[src/rtl/siso_sched_pkg.sv]
// siso_sched_pkg: state encoding and counter sizing shared by the siso_sched block.
package siso_sched_pkg;

    typedef enum logic [1:0] {IDLE, XFER, RESP} state_t;

    function automatic int cnt_width(input int width, input int depth);
        return (width + depth) > 2 ? $clog2(width + depth) : 1;
    endfunction

endpackage

[src/rtl/rr_arbiter.sv]
// rr_arbiter: combinational round-robin pick, searching from the index after last.
module rr_arbiter #(
    parameter int NREQ = 4,
    localparam int IW = $clog2(NREQ)
) (
    input  logic [NREQ-1:0] req,
    input  logic [IW-1:0]   last,
    input  logic            en,
    output logic [NREQ-1:0] gnt,
    output logic [IW-1:0]   idx
);

    logic          hit;
    logic [IW-1:0] j;

    always_comb begin
        hit = 1'b0;
        idx = '0;
        j = '0;
        for (int k = 1; k <= NREQ; k++) begin
            j = IW'((int'(last) + k) % NREQ);
            if (en && !hit && req[j]) begin
                hit = 1'b1;
                idx = j;
            end
        end
        gnt = '0;
        gnt[idx] = hit;
    end

endmodule

[src/rtl/siso_sched.sv]
// siso_sched: round-robin scheduler sharing one unreset serial lane among NREQ requesters.
module siso_sched
    import siso_sched_pkg::*;
#(
    parameter int NREQ  = 4,
    parameter int WIDTH = 8,
    parameter int DEPTH = 4,
    localparam int IW = $clog2(NREQ)
) (
    input  logic                  clk,
    input  logic                  reset,
    input  logic [NREQ-1:0]       req_valid,
    input  logic [NREQ*WIDTH-1:0] req_data,
    output logic [NREQ-1:0]       req_ready,
    output logic                  sr_din,
    input  logic                  sr_dout,
    output logic                  rsp_valid,
    output logic [IW-1:0]         rsp_id,
    output logic [WIDTH-1:0]      rsp_data,
    input  logic                  rsp_ready,
    output logic                  busy
);

    localparam int CW = cnt_width(WIDTH, DEPTH);
    localparam logic [CW-1:0] CNT_LAST = CW'(WIDTH + DEPTH - 1);
    localparam logic [CW-1:0] CNT_CAP  = CW'(DEPTH);

    state_t           state, nxt;
    logic [CW-1:0]    cnt;
    logic [IW-1:0]    last, win;
    logic [WIDTH-1:0] shreg, word;
    logic             accept;

    rr_arbiter #(.NREQ(NREQ)) u_arb (
        .req  (req_valid),
        .last (last),
        .en   (state == IDLE),
        .gnt  (req_ready),
        .idx  (win)
    );

    assign accept    = |req_ready;
    assign word      = req_data[int'(win)*WIDTH +: WIDTH];
    assign busy      = state != IDLE;
    assign rsp_valid = state == RESP;

    always_ff @(posedge clk)
        state <= reset ? IDLE : nxt;

    always_comb begin
        nxt = state;
        nxt = accept ? XFER :
              (state == XFER && cnt == CNT_LAST) ? RESP :
              (rsp_valid && rsp_ready) ? IDLE : state;
    end

    // shreg holds the bits still to be sent, so sr_din falls to 0 once the word is out
    always_ff @(posedge clk) begin
        if (reset) begin
            cnt      <= '0;
            last     <= IW'(NREQ - 1);
            sr_din   <= 1'b0;
            rsp_id   <= '0;
            rsp_data <= '0;
        end else if (accept) begin
            shreg  <= word << 1;
            sr_din <= word[WIDTH-1];
            last   <= win;
            rsp_id <= win;
            cnt    <= '0;
        end else if (state == XFER) begin
            shreg  <= shreg << 1;
            sr_din <= shreg[WIDTH-1];
            cnt    <= cnt + CW'(1);
            if (cnt >= CNT_CAP)
                rsp_data <= (rsp_data << 1) | WIDTH'(sr_dout);
        end
    end

endmodule

[config.mk]
export PLATFORM = sky130hd
export DESIGN_NAME = siso_sched
export DESIGN_NICKNAME = d
export VERILOG_FILES = /design/src/rtl/siso_sched_pkg.sv /design/src/rtl/rr_arbiter.sv /design/src/rtl/siso_sched.sv
export SDC_FILE = /design/constraint.sdc
export NUM_CORES = 1
export LEC_CHECK = 0
export CORE_MARGIN = 8
export CORE_UTILIZATION = 35
export CTS_CLUSTER_DIAMETER = 80
export DETAILED_ROUTE_END_ITERATION = 10
export GPL_TIMING_DRIVEN = 0
export PLACE_DENSITY = 0.65
export SETUP_SLACK_MARGIN = 0.15
export SLEW_MARGIN = 10
export SYNTH_ARGS = -nofsm -noshare
export SYNTH_HDL_FRONTEND = slang
export SYNTH_SLANG_ARGS = --single-unit
[constraint.sdc]
create_clock -name clk -period 2.8 [get_ports clk]
set_input_delay 0.42 -clock clk [delete_from_list [all_inputs] [get_ports clk]]
set_output_delay 0.42 -clock clk [all_outputs]
set_load 0.02 [all_outputs]
== Word level (Yosys, flattened, before mapping) ==
Cells that the tools add are included.

* Flip-flop bits (word level): 26
* ROM bits: 0
* Word-level logic and storage cells: 75
* Input bits: 40
* Output and inout port bits: 17
* Memory bits (writable): 0
* Latch bits: 0
* Memories kept: 0

* Bitwise logic cells: 4
* Multipliers: 0
* Eq/ne operators: 3
* Divide/modulo/power cells: 0
* Add/sub/neg operators: 5
* Reductions and logical operators: 22
* Magnitude comparators: 7
* Shifts and indexed selects: 1
* Multiplexer cells: 25

{| class="wikitable"
|+ Operators by type and width
! cell !! count
|-
| $shiftx 32x6->8 || 1
|-
| $mux 8 || 2
|-
| $lt 2x3->1 const B || 5
|-
| $mux 1 || 12
|-
| $mux 2 || 6
|-
| $logic_and 1x1->1 || 10
|-
| $bmux 1 s2 || 4
|-
| $or 8x1->8 || 1
|-
| $reduce_bool 2->1 || 3
|-
| $reduce_or 5->1 || 1
|-
| $add 2x1->2 const B || 2
|-
| $add 2x2->2 const B || 2
|-
| $add 4x1->4 const B || 1
|-
| $and 4x4->4 || 1
|-
| $eq 4x4->1 const B || 1
|-
| $ge 4x3->1 const B || 1
|-
| $reduce_or 4->1 || 1
|-
| $logic_not 1->1 || 3
|-
| $reduce_and 3->1 || 1
|-
| $reduce_bool 3->1 || 1
|-
| $demux 1 s2 || 1
|-
| $eq 2x1->1 const B || 1
|-
| $eq 2x2->1 const B || 1
|-
| $ge 2x1->1 const B || 1
|-
| other kinds (3) || 4
|}

== Longest topological paths before layout ==
* Depth in word-level cells: 25
* Gate-level depth with buffers: 9
* Depth with buffers taken out: 6

== By module ==
Synthesis repeated with hierarchy kept, for this count alone.

* Cells, all modules: 158
* Area, all modules: 1446.4 um^2

{| class="wikitable"
|+ By module, submodules not included
! module !! times used !! area an instance (um^2) !! sequential area each (um^2) !! cells an instance
|-
| siso_sched || 1 || 1292.5 || 590.6 || 132
|-
| rr_arbiter || 1 || 153.9 || 0.0 || 26
|}

== Least setup slack after synthesis ==
No wires, ideal clock.

* Kind: in2out
* From: input port req_valid[2]
* To: output port req_ready[0]
* Arrival time: 1.997 ns
* Path buffers: 3
* Slack: 0.383 ns
* Stages: 8
* Path through: buf_6 -> mux4_2 -> a21o_1 -> a21oi_2 -> buf_6 -> buf_12 -> inv_1 -> nor2_1

* Word-level cells in the longest chain between the ends: 21
* Elaborated cells between the ends (all ways): 32
* Those cells by class: 2 x order compare; 18 x mux; 1 x bitwise; 11 x reduce/logical

{| class="wikitable"
|+ Ends and longest elaborated chain
! item !! line !! source
|-
| start: declaration || siso_sched.sv:12 || <nowiki>input logic [NREQ-1:0] req_valid,</nowiki>
|-
| $bmux 1 s2 || rr_arbiter.sv:22 || <nowiki>if (en && !hit && req[j]) begin</nowiki>
|-
| $mux 1 (implied by the code) || rr_arbiter.sv:22 ||
|-
| $logic_and 1x1->1 || rr_arbiter.sv:22 ||
|-
| $mux 1 || rr_arbiter.sv:22 ||
|-
| $logic_not 1->1 || rr_arbiter.sv:22 ||
|-
| $logic_and 1x1->1 (2 in a row) || rr_arbiter.sv:22 ||
|-
| $mux 1 || rr_arbiter.sv:22 ||
|-
| $logic_not 1->1 || rr_arbiter.sv:22 ||
|-
| [... 3 more ...] || n/a ||
|-
| $logic_not 1->1 || rr_arbiter.sv:22 ||
|-
| $logic_and 1x1->1 (2 in a row) || rr_arbiter.sv:22 ||
|-
| $mux 2 || rr_arbiter.sv:22 ||
|-
| $lt 2x3->1 (implied by the code) / $ge 2x1->1 (equally long branches) || rr_arbiter.sv:28 || <nowiki>gnt[idx] = hit;</nowiki>
|-
| $logic_and 1x1->1 (implied by the code) || rr_arbiter.sv:28 ||
|-
| $mux 1 (implied by the code) || rr_arbiter.sv:28 ||
|-
| $demux 1 s2 || n/a ||
|-
| $and 4x4->4 (no source line) (*) || n/a ||
|-
| end: declaration || siso_sched.sv:14 || <nowiki>output logic [NREQ-1:0] req_ready,</nowiki>
|}

Mark *: on every way between the ends. The rest lies on a longest branch, timed or not. The select of a mux whose other input is x is not followed.

== Worst setup path after layout ==
* From: register last[0]
* To: output port req_ready[1]

* Word-level cells in the longest chain between the ends: 22
* Elaborated cells between the ends (all ways): 36
* Those cells by class: 4 x add/sub; 2 x order compare; 18 x mux; 1 x bitwise; 11 x reduce/logical

{| class="wikitable"
|+ Ends and longest elaborated chain
! item !! line !! source
|-
| start: declaration || siso_sched.sv:30 || <nowiki>logic [IW-1:0] last, win;</nowiki>
|-
| start signal: assignment || siso_sched.sv:61 || <nowiki>last <= IW'(NREQ - 1);</nowiki>
|-
| start signal: assignment || siso_sched.sv:68 || <nowiki>last <= win;</nowiki>
|-
| $add 2x1->2 || rr_arbiter.sv:21 || <nowiki>j = IW'((int'(last) + k) % NREQ);</nowiki>
|-
| $bmux 1 s2 || rr_arbiter.sv:22 ||
|-
| $mux 1 (implied by the code) || rr_arbiter.sv:22 ||
|-
| $logic_and 1x1->1 || rr_arbiter.sv:22 ||
|-
| $mux 1 || rr_arbiter.sv:22 ||
|-
| $logic_not 1->1 || rr_arbiter.sv:22 ||
|-
| $logic_and 1x1->1 (2 in a row) || rr_arbiter.sv:22 ||
|-
| $mux 1 || rr_arbiter.sv:22 ||
|-
| [... 4 more ...] || n/a ||
|-
| $logic_not 1->1 || rr_arbiter.sv:22 ||
|-
| $logic_and 1x1->1 (2 in a row) || rr_arbiter.sv:22 ||
|-
| $mux 2 || rr_arbiter.sv:22 ||
|-
| $lt 2x3->1 (implied by the code) / $ge 2x1->1 (equally long branches) || rr_arbiter.sv:28 ||
|-
| $logic_and 1x1->1 (implied by the code) || rr_arbiter.sv:28 ||
|-
| $mux 1 (implied by the code) || rr_arbiter.sv:28 ||
|-
| $demux 1 s2 || n/a ||
|-
| $and 4x4->4 (no source line) (*) || n/a ||
|}

Marked as above.

==> results.sh <==
export IMPL_worst_pin_slew_ps=838
export IMPL_route_detailed_drc=0
export IMPL_gr_total_overflow=0
export IMPL_regToRegSetupSlack_ps=460
export IMPL_worst_r2r_endpoint="shreg[5]"
export IMPL_fin_crit_ps=2530
export IMPL_maxSlewHeadroom=0.439
export IMPL_hp_class="flip-flop to flip-flop"
export IMPL_nNetsFinal=267
export IMPL_synthArstFlopShare=0
export IMPL_design_area_sq_um=2250
export IMPL_drv_cap=0
export IMPL_drtIter0Drc=51
export IMPL_finalMaxSlewViolations=0
export IMPL_synth_top_area_share=0.245
export IMPL_cts_max_path_buffers=2
export IMPL_arrival_ps=2110
export IMPL_synth_edf_count=7
export IMPL_intPower_uw=773
export IMPL_htreeDepth=1
export IMPL_yosys_most_used_dff="dfxtp_1"
export IMPL_start_util=0.359
export IMPL_hpwlAfterDp_um=2970
export IMPL_critPathCaptureType="output port"
export IMPL_clockRootBuffer="clkbuf_8"
export IMPL_antenna_found_initial=0
export IMPL_grt_pass1_wl_um=6140
export IMPL_vdd_drop_max_mv=0.239
export IMPL_startpoint="last[0]"
export IMPL_p_sw_frac=0.318
export IMPL_rsz0062_at_grt="yes"
export IMPL_finalSetupViolCount=0
export IMPL_period_share=0.904
export IMPL_clock_latency_ps=260
export IMPL_die_h_um=82.6
export IMPL_ys_top_cells_by_area="dfxtp_1, mux2i_1, edfxtp_1"
export IMPL_avgSynthCellArea_sq_um=9.52
export IMPL_cts_tree="done"
export IMPL_ys_seq_elements=26
export IMPL_status="finished clean"
export IMPL_pwr_share_clk=0.188
export IMPL_io_pin_count=57
export IMPL_drtPass1Iterations=4
export IMPL_ys_seq_area_frac=0.381
export IMPL_power_frac_seq=0.396
export IMPL_clock_sinks=26
export IMPL_rr_worst_depth=6
export IMPL_hold_violations=0
export IMPL_critPathMaxFanout=10
export IMPL_p_leak_uw=0.000930
export IMPL_rows=24
export IMPL_syn_inst=163
export IMPL_gp_congestion=0.804
export IMPL_synth_area_sq_um=1550
export IMPL_synth_top_area_cell="dfxtp_1"
export IMPL_cp_endpoint="req_ready[1]"
export IMPL_r2r_start="state[1]"
export IMPL_placed_area_sq_um=2170
export IMPL_synth_cell_types=44
export IMPL_grt_pass1_vias=1356
export IMPL_crit_path_start_kind="flip-flop"
export IMPL_track_usage=0.111
export IMPL_post_drt_wl_per_cell_um=14.4
export IMPL_synthToLayoutAreaGrowth_pct=44.8
export IMPL_clock_fmax_mhz=395
export IMPL_clk_pin_slew_worst_paths_ps=90
export IMPL_antenna_cells=0
export IMPL_final_antenna_net_count=0
export IMPL_yosys_warnings=0
export IMPL_die_area_sq_um=6820
export IMPL_fin_skew_ps=4.93
export IMPL_min_delay_start="rsp_id[1]"
export IMPL_drive_gt1_frac=0.160
export IMPL_pwr_density_cell_nw_per_um2=505
export IMPL_synth_net_count=204
export IMPL_power_switching_uw=361
export IMPL_routed_via_count=1414
export IMPL_fp_dieW_um=82.6
export IMPL_cts_made_buffers=3
export IMPL_holdWs_ps=472
export IMPL_routed_wl_um=3990
export IMPL_combPwrFrac=0.416
export IMPL_crit_type="flip-flop to output port"
export IMPL_routed_via_density=5.10
export IMPL_grt_max_degree=15
export IMPL_core_sq_um=4320
export IMPL_critical_path_required_ps=2380
export IMPL_numPortBuffers=55
## cell families after synthesis
group,synth area share
compound gates,0.164
xor+xnor,0.0169
fa+ha+maj,0.00806
buf+inv,0.0581
flops,0.381
mux,0.210
simple gates,0.163
## synthesized netlist by cell type, types with 2 or more instances
cell      instances
o21ai_0           2
nor2b_1           2
nor3_1            6
buf_6             2
dfxtp_1          19
nor2_1           20
clkbuf_1          4
inv_1             4
xor2_1            2
nand2b_1          2
edfxtp_1          7
nand4b_1          2
nor3b_1           2
a21oi_1          10
mux2_2            2
mux2i_1          28
o221ai_1          6
a21o_1            3
nand2_1          15
## how the worst min path moves through the flow
stage / end / cells past startpoint
2_1_floorplan: shreg[2] / 2
3_3_place_gp: rsp_id[0] / 2
3_5_place_dp: rsp_id[1] / 2
4_1_cts: rsp_id[0] / 2
5_1_grt: rsp_id[1] / 2
6_report: rsp_id[1] / 2
## worst max-delay path, cell delays in order (launching register included)
cell     delay (ps)
dfxtp_2         370
buf_6           120
mux2_2          350
a22oi_4         180
a21o_1          180
a21oi_2          60
buf_6           130
buf_12          140
inv_2            60
and2_1          130
buf_6           120
## layer usage
layer | share of wire | GRT usage
met4 | 0.0050 | 0.0310
met2 | 0.46 | 0.171
met1 | 0.47 | 0.149
met5 | 0 | 0
met3 | 0.063 | 0.0303
## power groups by stage
stage / registers [uW] / logic (uW) / clock network [uW]
after floorplan: 462 / 284 / 0
after global placement: 456 / 449 / 0
after detailed placement: 456 / 451 / 0
after CTS: 448 / 462 / 219
after global routing: 452 / 511 / 230
final: 449 / 471 / 213
## cell type report
class | count | area (sq um)
sequential | 26 | 593
clock buffer | 4 | 45.0
tap | 52 | 65.1
multi-input combinational | 123 | 896
fill | 433 | 2080
buffer | 10 | 85.1
inverter | 4 | 15.0
timing repair buffer | 58 | 547
## cell usage in the layout (no fill, tap or decap), types with 2 or more instances in the layout
cell type and count:
nor2b_1 2, buf_4 6, inv_1 3, clkbuf_8 3
edfxtp_1 7, nor2_1 20, dfxtp_1 17, buf_2 2
mux2i_1 28, a21o_1 3, dfxtp_2 2, o221ai_1 6
nor3_1 5, a21oi_1 8, clkbuf_1 4, clkdlybuf4s50_1 48
nand2_1 14, nand2b_1 2, nand4b_1 2, xor2_1 2
clkbuf_2 4, buf_6 4, mux2_2 2, a21oi_2 3
## flip-flops by register name (all words and copies together) (netlist names)
register / flops
sr_din: 1
rsp_id: 2
last: 2
state: 2
rsp_data: 8
cnt: 4
shreg: 7
## stage by stage
step / setup TNS (ps) / power (uW) / std cells / util / worst slack (ps)
finish: 0 / 1130 / 277 / 0.519 / 270
global route: 0 / 1190 / 277 / 0.519 / 133
CTS: 0 / 1130 / 276 / 0.516 / 151
detailed placement: -2280 / 907 / 270 / 0.501 / -608
global placement: -2260 / 905 / 270 / 0.501 / -593
floorplan: 0 / 746 / 163 / - / 383
## what timing repair did
item / in CTS / in global routing
endpoints found under the setup margin: 4 / 4
setup buffers: 2 / 1
resized for setup: 28 / 15
endpoints found under the hold margin: 0 / 0
hold buffers: 0 / 0
pin swaps: 2 / 2
Note: power is estimated with default switching activity, not from simulation.
